[src/rtl/seg7_pkg.sv]
// rtl/seg7_pkg.sv - shared segment codes and scan state encoding for the seg7 driver
package seg7_pkg;

  typedef enum logic [1:0] {
    ST_IDLE  = 2'd0,
    ST_GUARD = 2'd1,
    ST_DRIVE = 2'd2
  } scan_state_t;

  // Active-high codes, bit order {g,f,e,d,c,b,a}
  localparam logic [6:0] SEG_0   = 7'h3F;
  localparam logic [6:0] SEG_1   = 7'h06;
  localparam logic [6:0] SEG_2   = 7'h5B;
  localparam logic [6:0] SEG_3   = 7'h4F;
  localparam logic [6:0] SEG_4   = 7'h66;
  localparam logic [6:0] SEG_5   = 7'h6D;
  localparam logic [6:0] SEG_6   = 7'h7D;
  localparam logic [6:0] SEG_7   = 7'h07;
  localparam logic [6:0] SEG_8   = 7'h7F;
  localparam logic [6:0] SEG_9   = 7'h6F;
  localparam logic [6:0] SEG_A   = 7'h77;
  localparam logic [6:0] SEG_B   = 7'h7C;
  localparam logic [6:0] SEG_C   = 7'h39;
  localparam logic [6:0] SEG_D   = 7'h5E;
  localparam logic [6:0] SEG_E   = 7'h79;
  localparam logic [6:0] SEG_F   = 7'h71;
  localparam logic [6:0] SEG_OFF = 7'h00;

endpackage

[src/rtl/seg7_decode.sv]
// rtl/seg7_decode.sv - combinational hex nibble to active-high seven-segment code
module seg7_decode
  import seg7_pkg::*;
(
  input  logic [3:0] i_nibble,
  output logic [6:0] o_seg
);

  always_comb begin
    o_seg = SEG_OFF;
    case (i_nibble)
      4'h0:    o_seg = SEG_0;
      4'h1:    o_seg = SEG_1;
      4'h2:    o_seg = SEG_2;
      4'h3:    o_seg = SEG_3;
      4'h4:    o_seg = SEG_4;
      4'h5:    o_seg = SEG_5;
      4'h6:    o_seg = SEG_6;
      4'h7:    o_seg = SEG_7;
      4'h8:    o_seg = SEG_8;
      4'h9:    o_seg = SEG_9;
      4'hA:    o_seg = SEG_A;
      4'hB:    o_seg = SEG_B;
      4'hC:    o_seg = SEG_C;
      4'hD:    o_seg = SEG_D;
      4'hE:    o_seg = SEG_E;
      4'hF:    o_seg = SEG_F;
      default: o_seg = SEG_OFF;
    endcase
  end

endmodule

[src/rtl/seg7_scan_driver.sv]
// rtl/seg7_scan_driver.sv - multiplexed seven-segment scan driver with double-buffered display data
module seg7_scan_driver
  import seg7_pkg::*;
#(
  parameter int NUM_DIGITS     = 8,
  parameter int GUARD_CYCLES   = 4,
  parameter bit ACTIVE_LOW_SEG = 1'b1,
  parameter bit ACTIVE_LOW_AN  = 1'b1
) (
  input  logic                    clk_in,
  input  logic                    reset,
  input  logic                    scan_clk,
  input  logic                    load,
  input  logic [4*NUM_DIGITS-1:0] digit_data,
  input  logic [NUM_DIGITS-1:0]   dp_in,
  input  logic [NUM_DIGITS-1:0]   digit_en,
  input  logic                    blank_lz,
  output logic [NUM_DIGITS-1:0]   an_out,
  output logic [6:0]              seg_out,
  output logic                    dp_out,
  output logic [2:0]              scan_idx,
  output logic                    frame_done
);

  localparam int               CNT_W      = (GUARD_CYCLES > 1) ? $clog2(GUARD_CYCLES) : 1;
  localparam logic [CNT_W-1:0] GUARD_LAST = CNT_W'(GUARD_CYCLES - 1);
  localparam logic [2:0]       IDX_LAST   = 3'(NUM_DIGITS - 1);

  // scan_clk is data here: synchronize, retime once more, then detect the rise
  logic r_sync_meta, r_sync, r_sync_d, r_sync_prev, r_tick;

  always_ff @(posedge clk_in) begin
    if (reset) begin
      r_sync_meta <= 1'b0;
      r_sync      <= 1'b0;
      r_sync_d    <= 1'b0;
      r_sync_prev <= 1'b0;
      r_tick      <= 1'b0;
    end else begin
      r_sync_meta <= scan_clk;
      r_sync      <= r_sync_meta;
      r_sync_d    <= r_sync;
      r_sync_prev <= r_sync_d;
      r_tick      <= r_sync_d & ~r_sync_prev;
    end
  end

  scan_state_t      r_state, w_nxt_state;
  logic [2:0]       r_idx, w_nxt_idx;
  logic [CNT_W-1:0] r_cnt, w_nxt_cnt;
  logic             w_wrap, w_frame_start;

  logic [4*NUM_DIGITS-1:0] r_pend_data, r_act_data, w_act_data;
  logic [NUM_DIGITS-1:0]   r_pend_dp, r_pend_en, r_act_dp, r_act_en, w_act_dp, w_act_en;
  logic                    r_pend_blz, r_act_blz, w_act_blz;

  logic [NUM_DIGITS-1:0] w_blank;
  logic                  w_lead;
  logic [NUM_DIGITS-1:0] w_onehot;
  logic [3:0]            w_nib;
  logic                  w_en_bit, w_dp_bit, w_blank_bit;
  logic [6:0]            w_dec_seg;
  logic [NUM_DIGITS-1:0] w_an_hi;
  logic [6:0]            w_seg_hi;
  logic                  w_dp_hi;

  logic [NUM_DIGITS-1:0] r_an;
  logic [6:0]            r_seg;
  logic                  r_dp;
  logic                  r_frame_done;

  always_ff @(posedge clk_in) begin
    if (reset) begin
      r_state <= ST_IDLE;
      r_idx   <= 3'd0;
      r_cnt   <= '0;
    end else begin
      r_state <= w_nxt_state;
      r_idx   <= w_nxt_idx;
      r_cnt   <= w_nxt_cnt;
    end
  end

  // Leaving IDLE also starts a frame so the first scan shows the pending data
  always_comb begin
    w_nxt_state   = r_state;
    w_nxt_idx     = r_idx;
    w_nxt_cnt     = r_cnt;
    w_wrap        = 1'b0;
    w_frame_start = 1'b0;
    case (r_state)
      ST_IDLE: begin
        if (r_tick) begin
          w_nxt_state   = ST_GUARD;
          w_nxt_idx     = 3'd0;
          w_nxt_cnt     = '0;
          w_frame_start = 1'b1;
        end
      end
      ST_GUARD: begin
        if (r_cnt == GUARD_LAST) begin
          w_nxt_state = ST_DRIVE;
        end else begin
          w_nxt_cnt = r_cnt + 1'b1;
        end
      end
      ST_DRIVE: begin
        if (r_tick) begin
          w_nxt_state = ST_GUARD;
          w_nxt_cnt   = '0;
          if (r_idx == IDX_LAST) begin
            w_nxt_idx     = 3'd0;
            w_wrap        = 1'b1;
            w_frame_start = 1'b1;
          end else begin
            w_nxt_idx = r_idx + 3'd1;
          end
        end
      end
      default: w_nxt_state = ST_IDLE;
    endcase
  end

  // A load coinciding with the frame start bypasses the pending buffer
  always_comb begin
    w_act_data = r_act_data;
    w_act_dp   = r_act_dp;
    w_act_en   = r_act_en;
    w_act_blz  = r_act_blz;
    if (w_frame_start) begin
      if (load) begin
        w_act_data = digit_data;
        w_act_dp   = dp_in;
        w_act_en   = digit_en;
        w_act_blz  = blank_lz;
      end else begin
        w_act_data = r_pend_data;
        w_act_dp   = r_pend_dp;
        w_act_en   = r_pend_en;
        w_act_blz  = r_pend_blz;
      end
    end
  end

  always_ff @(posedge clk_in) begin
    if (reset) begin
      r_pend_data <= '0;
      r_pend_dp   <= '0;
      r_pend_en   <= '0;
      r_pend_blz  <= 1'b0;
      r_act_data  <= '0;
      r_act_dp    <= '0;
      r_act_en    <= '0;
      r_act_blz   <= 1'b0;
    end else begin
      if (load) begin
        r_pend_data <= digit_data;
        r_pend_dp   <= dp_in;
        r_pend_en   <= digit_en;
        r_pend_blz  <= blank_lz;
      end
      r_act_data <= w_act_data;
      r_act_dp   <= w_act_dp;
      r_act_en   <= w_act_en;
      r_act_blz  <= w_act_blz;
    end
  end

  // Blank zeros from the top digit down; digit 0 always shows
  always_comb begin
    w_blank = '0;
    w_lead  = w_act_blz;
    for (int i = NUM_DIGITS - 1; i > 0; i--) begin
      w_lead     = w_lead & (w_act_data[4*i +: 4] == 4'h0);
      w_blank[i] = w_lead;
    end
  end

  always_comb begin
    w_nib       = 4'h0;
    w_en_bit    = 1'b0;
    w_dp_bit    = 1'b0;
    w_blank_bit = 1'b0;
    w_onehot    = '0;
    for (int i = 0; i < NUM_DIGITS; i++) begin
      if (w_nxt_idx == 3'(i)) begin
        w_nib       = w_act_data[4*i +: 4];
        w_en_bit    = w_act_en[i];
        w_dp_bit    = w_act_dp[i];
        w_blank_bit = w_blank[i];
        w_onehot[i] = 1'b1;
      end
    end
  end

  seg7_decode u_decode (
    .i_nibble (w_nib),
    .o_seg    (w_dec_seg)
  );

  // Outputs are computed from next-state values so they switch with the state
  always_comb begin
    w_an_hi  = '0;
    w_seg_hi = SEG_OFF;
    w_dp_hi  = 1'b0;
    if (w_nxt_state == ST_DRIVE) begin
      w_an_hi  = w_en_bit ? w_onehot : '0;
      w_seg_hi = w_blank_bit ? SEG_OFF : w_dec_seg;
      w_dp_hi  = w_dp_bit;
    end
  end

  always_ff @(posedge clk_in) begin
    if (reset) begin
      r_an         <= {NUM_DIGITS{ACTIVE_LOW_AN}};
      r_seg        <= SEG_OFF ^ {7{ACTIVE_LOW_SEG}};
      r_dp         <= ACTIVE_LOW_SEG;
      r_frame_done <= 1'b0;
    end else begin
      r_an         <= w_an_hi ^ {NUM_DIGITS{ACTIVE_LOW_AN}};
      r_seg        <= w_seg_hi ^ {7{ACTIVE_LOW_SEG}};
      r_dp         <= w_dp_hi ^ ACTIVE_LOW_SEG;
      r_frame_done <= w_wrap;
    end
  end

  assign an_out     = r_an;
  assign seg_out    = r_seg;
  assign dp_out     = r_dp;
  assign scan_idx   = r_idx;
  assign frame_done = r_frame_done;

endmodule
[config.mk]
export PLATFORM = sky130hd
export DESIGN_NAME = seg7_scan_driver
export DESIGN_NICKNAME = d
export VERILOG_FILES = /design/src/rtl/seg7_pkg.sv /design/src/rtl/seg7_decode.sv /design/src/rtl/seg7_scan_driver.sv
export SDC_FILE = /design/constraint.sdc
export NUM_CORES = 1
export LEC_CHECK = 0
export CAP_MARGIN = 15
export CORE_UTILIZATION = 59
export CTS_BUF_LIST = sky130_fd_sc_hd__clkbuf_16
export DETAILED_ROUTE_END_ITERATION = 8
export GPL_TIMING_DRIVEN = 0
export PLACE_DENSITY = 0.85
export SLEW_MARGIN = 15
export SYNTH_ARGS = -nofsm -noshare
export SYNTH_HDL_FRONTEND = slang
export SYNTH_SLANG_ARGS = --single-unit
[constraint.sdc]
create_clock -name clk_in -period 6.2 [get_ports clk_in]
set_input_delay 1.55 -clock clk_in [delete_from_list [all_inputs] [get_ports clk_in]]
set_output_delay 1.55 -clock clk_in [all_outputs]
set_load 0.02 [all_outputs]
==> run summary <==
Result of the run: complete, no violations
All-layer global routing usage: 35.8%
Total area of multi-input combinational cells: 2730 µm²
Number of antenna cells inserted: 0
Worst clock skew: 0.00814 ns
Count of non-filler cells in the finished layout: 808
1st-iter DRT viols: 364
Reg area: 2540 µm²
Launching element type of the critical path: input pin
Number of global-route vias before repair: 5083
Switching share of power: 26.4%
Core area: 8890 µm²
Detailed Place HPWL: 11900 µm
Iteration count of the initial detailed-routing pass: 7
Pin count of the biggest net entering global routing: 17
TritonCTS Sinks: 127
Static leakage: 0.00282 µW
Number of vias after detailed routing: 5017
Async S/R FF share, synth: 0%
Highest clock rate: 247 MHz
Floorplan die area: 9750 µm²
Cell taking the most area after synthesis: sky130_fd_sc_hd__dfxtp_1
Final hold violation count: 0
Commonest cells in the synthesized netlist: sky130_fd_sc_hd__nor2_1 (130), sky130_fd_sc_hd__dfxtp_1 (127), sky130_fd_sc_hd__mux2i_1 (52)
Setup repair after global routing missed its margin: no
Height of the chip: 98.8 µm
Combinational fraction of design power: 7.5%
Post-DRT Antenna Nets: 0
Sequential area share after synthesis: 46.0%
Die Width: 98.8 µm
Wire length of the first global-routing pass: 26400 µm
Worst Path Arrival: 4.33 ns
Slew at the pin closest to its max-slew limit: 0.869 ns
Warning count from the yosys run: 0
Endpoint kind of the worst setup timing path: flip-flop
Core utilization of the finished layout: 78.0%
Switching pwr: 517 µW
Antenna violations before repair: 0
Clk pin slew, worst setup/hold paths: 0.06 ns
Root Buffer: sky130_fd_sc_hd__clkbuf_16
Largest fanout on the critical path: 10
Worst Path Class, Setup: input pin to flip-flop
Number of design rule violations left after detail routing: 0
Total number of nets in the final design: 749
Sum of routed wire length over all layers: 17000 µm
Total negative slack for setup checks: 0 ns
Sequential power share: 43.4%
Worst vdd ir: 0.200 mV
Synth Register Bits: 127
Number of violations of the max-capacitance limit: 0
Largest buffer count on any clock path: 2
Initial core utilization: 62.1%
Grt total ovfl: 0
Maximum level of the CTS H-tree: 4
Cell Int Power: 1440 µW
Syn Nets: 659
Synthesized area per cell: 9.25 µm²
Clock tree from TritonCTS: done
Detailed-route wire length per cell: 21.1 µm
Crit path time final: 4.05 ns
Gates resized, CTS repair: 0
Slew Limit Fails: 0
FILL cells: 578
Final cycle utilization of the critical path: 65.3%
Number of top-level design ports: 73
Final Wtd Congestion: 0.931
Required time of the worst setup path: 6.48 ns
Buffers added on ports: 71
Vias per inst: 6.21
Area of the mapped netlist: 5520 µm²
Setup Viol. Count Final: 0
Number of hold-repair buffers added at the cts stage: 0
Number of enable-type register cells in the synthesized netlist: 0
Power density over the cells: 282 nW/µm²
Synthesized instance count: 597
Area growth from synthesis to final layout: 25.6%
Prevailing post-synth register cell: sky130_fd_sc_hd__dfxtp_1
Cell Count Post-Placement: 776
Number of cell rows: 34
Slew HR: 42.1%
Min-Delay Path Class: flip-flop to flip-flop
Power share of the clock group: 49.2%
Number of distinct library cell variants in the gate-level netlist after synthesis: 73
Cell types occupying the most area after synthesis: sky130_fd_sc_hd__dfxtp_1 (46%), sky130_fd_sc_hd__mux2i_1 (9.4%), sky130_fd_sc_hd__nor2_1 (8.8%)
Skew-Pair Late Insertion Delay: 0.42 ns
Leading cell type by number of instances after synthesis: sky130_fd_sc_hd__nor2_1
Clock buffer count from CTS: 17
Setup Buffers After CTS: 0
Portion of synthesized cell area occupied by the leading cell type: 46.0%
Fraction of layout cells with a size suffix above 1: 13.0%
logic make-up (layout without fill, tap and decap cells):
family / Yosys count / after routing / share of synthesized area (%)
compound gates: 114 / 114 / 14.9
mux: 65 / 65 / 12.3
simple gates: 236 / 236 / 20.1
fa+ha+maj: 9 / 9 / 2.04
flops: 127 / 127 / 46.0
buf+inv: 46 / 149 / 4.64
power groups by stage:
stage	logic (µW)	registers, µW	clock network (µW)
after floorplan	80.7	864	0
after global placement	135	865	0
after detailed placement	142	867	0
after CTS	144	849	957
after global routing	156	851	1000
final	146	849	963
state kept, by name, summed over array words and instances (netlist names), 2 cells and up:
name         cells
r_act_data      32
r_pend_data     32
an_out           8
r_act_dp         8
r_act_en         8
r_pend_dp        8
r_pend_en        8
seg_out          7
scan_idx         3
r_cnt            2
r_state          2
per-layer routing:
layer  global-route usage, %  vias up  routed length, µm
li1                        -     2276                  -
met1                    44.0     2432               6900
met2                    61.0      266               8300
met3                    6.45       43               1370
met4                    16.5        0                443
met5                       0        -                  0
layout make-up:
type / count / share of cell area, %
multi-input cells: 424 / 39.3
flip-flops and latches: 127 / 36.6
repair buffers: 71 / 10.2
clock buffers: 17 / 6.13
plain buffers: 39 / 3.32
clock inverters: 15 / 2.06
well taps: 108 / 1.95
inverters: 7 / 0.379
metrics by stage:
stage,hold slack (ns),setup slack [ns],power (µW),instance area (µm²)
floorplan,0.367,2.32,945,5520
global placement,0.377,1.92,1000,6370
detailed placement,0.385,1.73,1010,6370
CTS,0.394,2.20,1950,6940
global route,0.398,1.96,2010,6940
finish,0.390,2.15,1960,6940
final timing paths:
| kind | startpoint | to | slack (ns) | cells after the start |
|---|---|---|---|---|
| setup / recovery | load | seg_out[3] | 2.15 | 12 |
| hold / removal | r_sync_prev | r_tick | 0.39 | 1 |
| setup reg to reg | scan_idx[1] | seg_out[3] | 2.38 | 14 |
| hold reg to reg | r_sync_prev | r_tick | 0.39 | 1 |
cell usage in the layout (no fill, tap or decap), types with 9 or more instances in the layout:
cell,synthesis,layout
sky130_fd_sc_hd__nor2b_1,14,14
sky130_fd_sc_hd__a21oi_1,36,36
sky130_fd_sc_hd__o21ai_0,13,13
sky130_fd_sc_hd__ha_1,9,9
sky130_fd_sc_hd__mux2i_1,52,52
sky130_fd_sc_hd__mux2_2,10,10
sky130_fd_sc_hd__a211oi_1,9,9
sky130_fd_sc_hd__clkdlybuf4s50_1,0,71
sky130_fd_sc_hd__clkbuf_1,13,13
sky130_fd_sc_hd__dfxtp_1,127,127
sky130_fd_sc_hd__nor3_1,23,23
sky130_fd_sc_hd__buf_2,10,10
sky130_fd_sc_hd__nor2_1,130,130
sky130_fd_sc_hd__clkbuf_16,0,17
sky130_fd_sc_hd__nand2_1,32,32
critical path, stage by stage:
cell and delay [ns]:
sky130_fd_sc_hd__buf_4 0.18, sky130_fd_sc_hd__buf_2 0.31, sky130_fd_sc_hd__mux2_2 0.39, sky130_fd_sc_hd__mux2i_1 0.30, sky130_fd_sc_hd__o21ai_0 0.14, sky130_fd_sc_hd__a22oi_1 0.22
sky130_fd_sc_hd__o311a_1 0.39, sky130_fd_sc_hd__inv_1 0.16, sky130_fd_sc_hd__ha_1 0.22, sky130_fd_sc_hd__mux2_1 0.28, sky130_fd_sc_hd__nand2_1 0.07, sky130_fd_sc_hd__o311ai_1 0.10
Note: power is estimated with default switching activity, not from simulation.
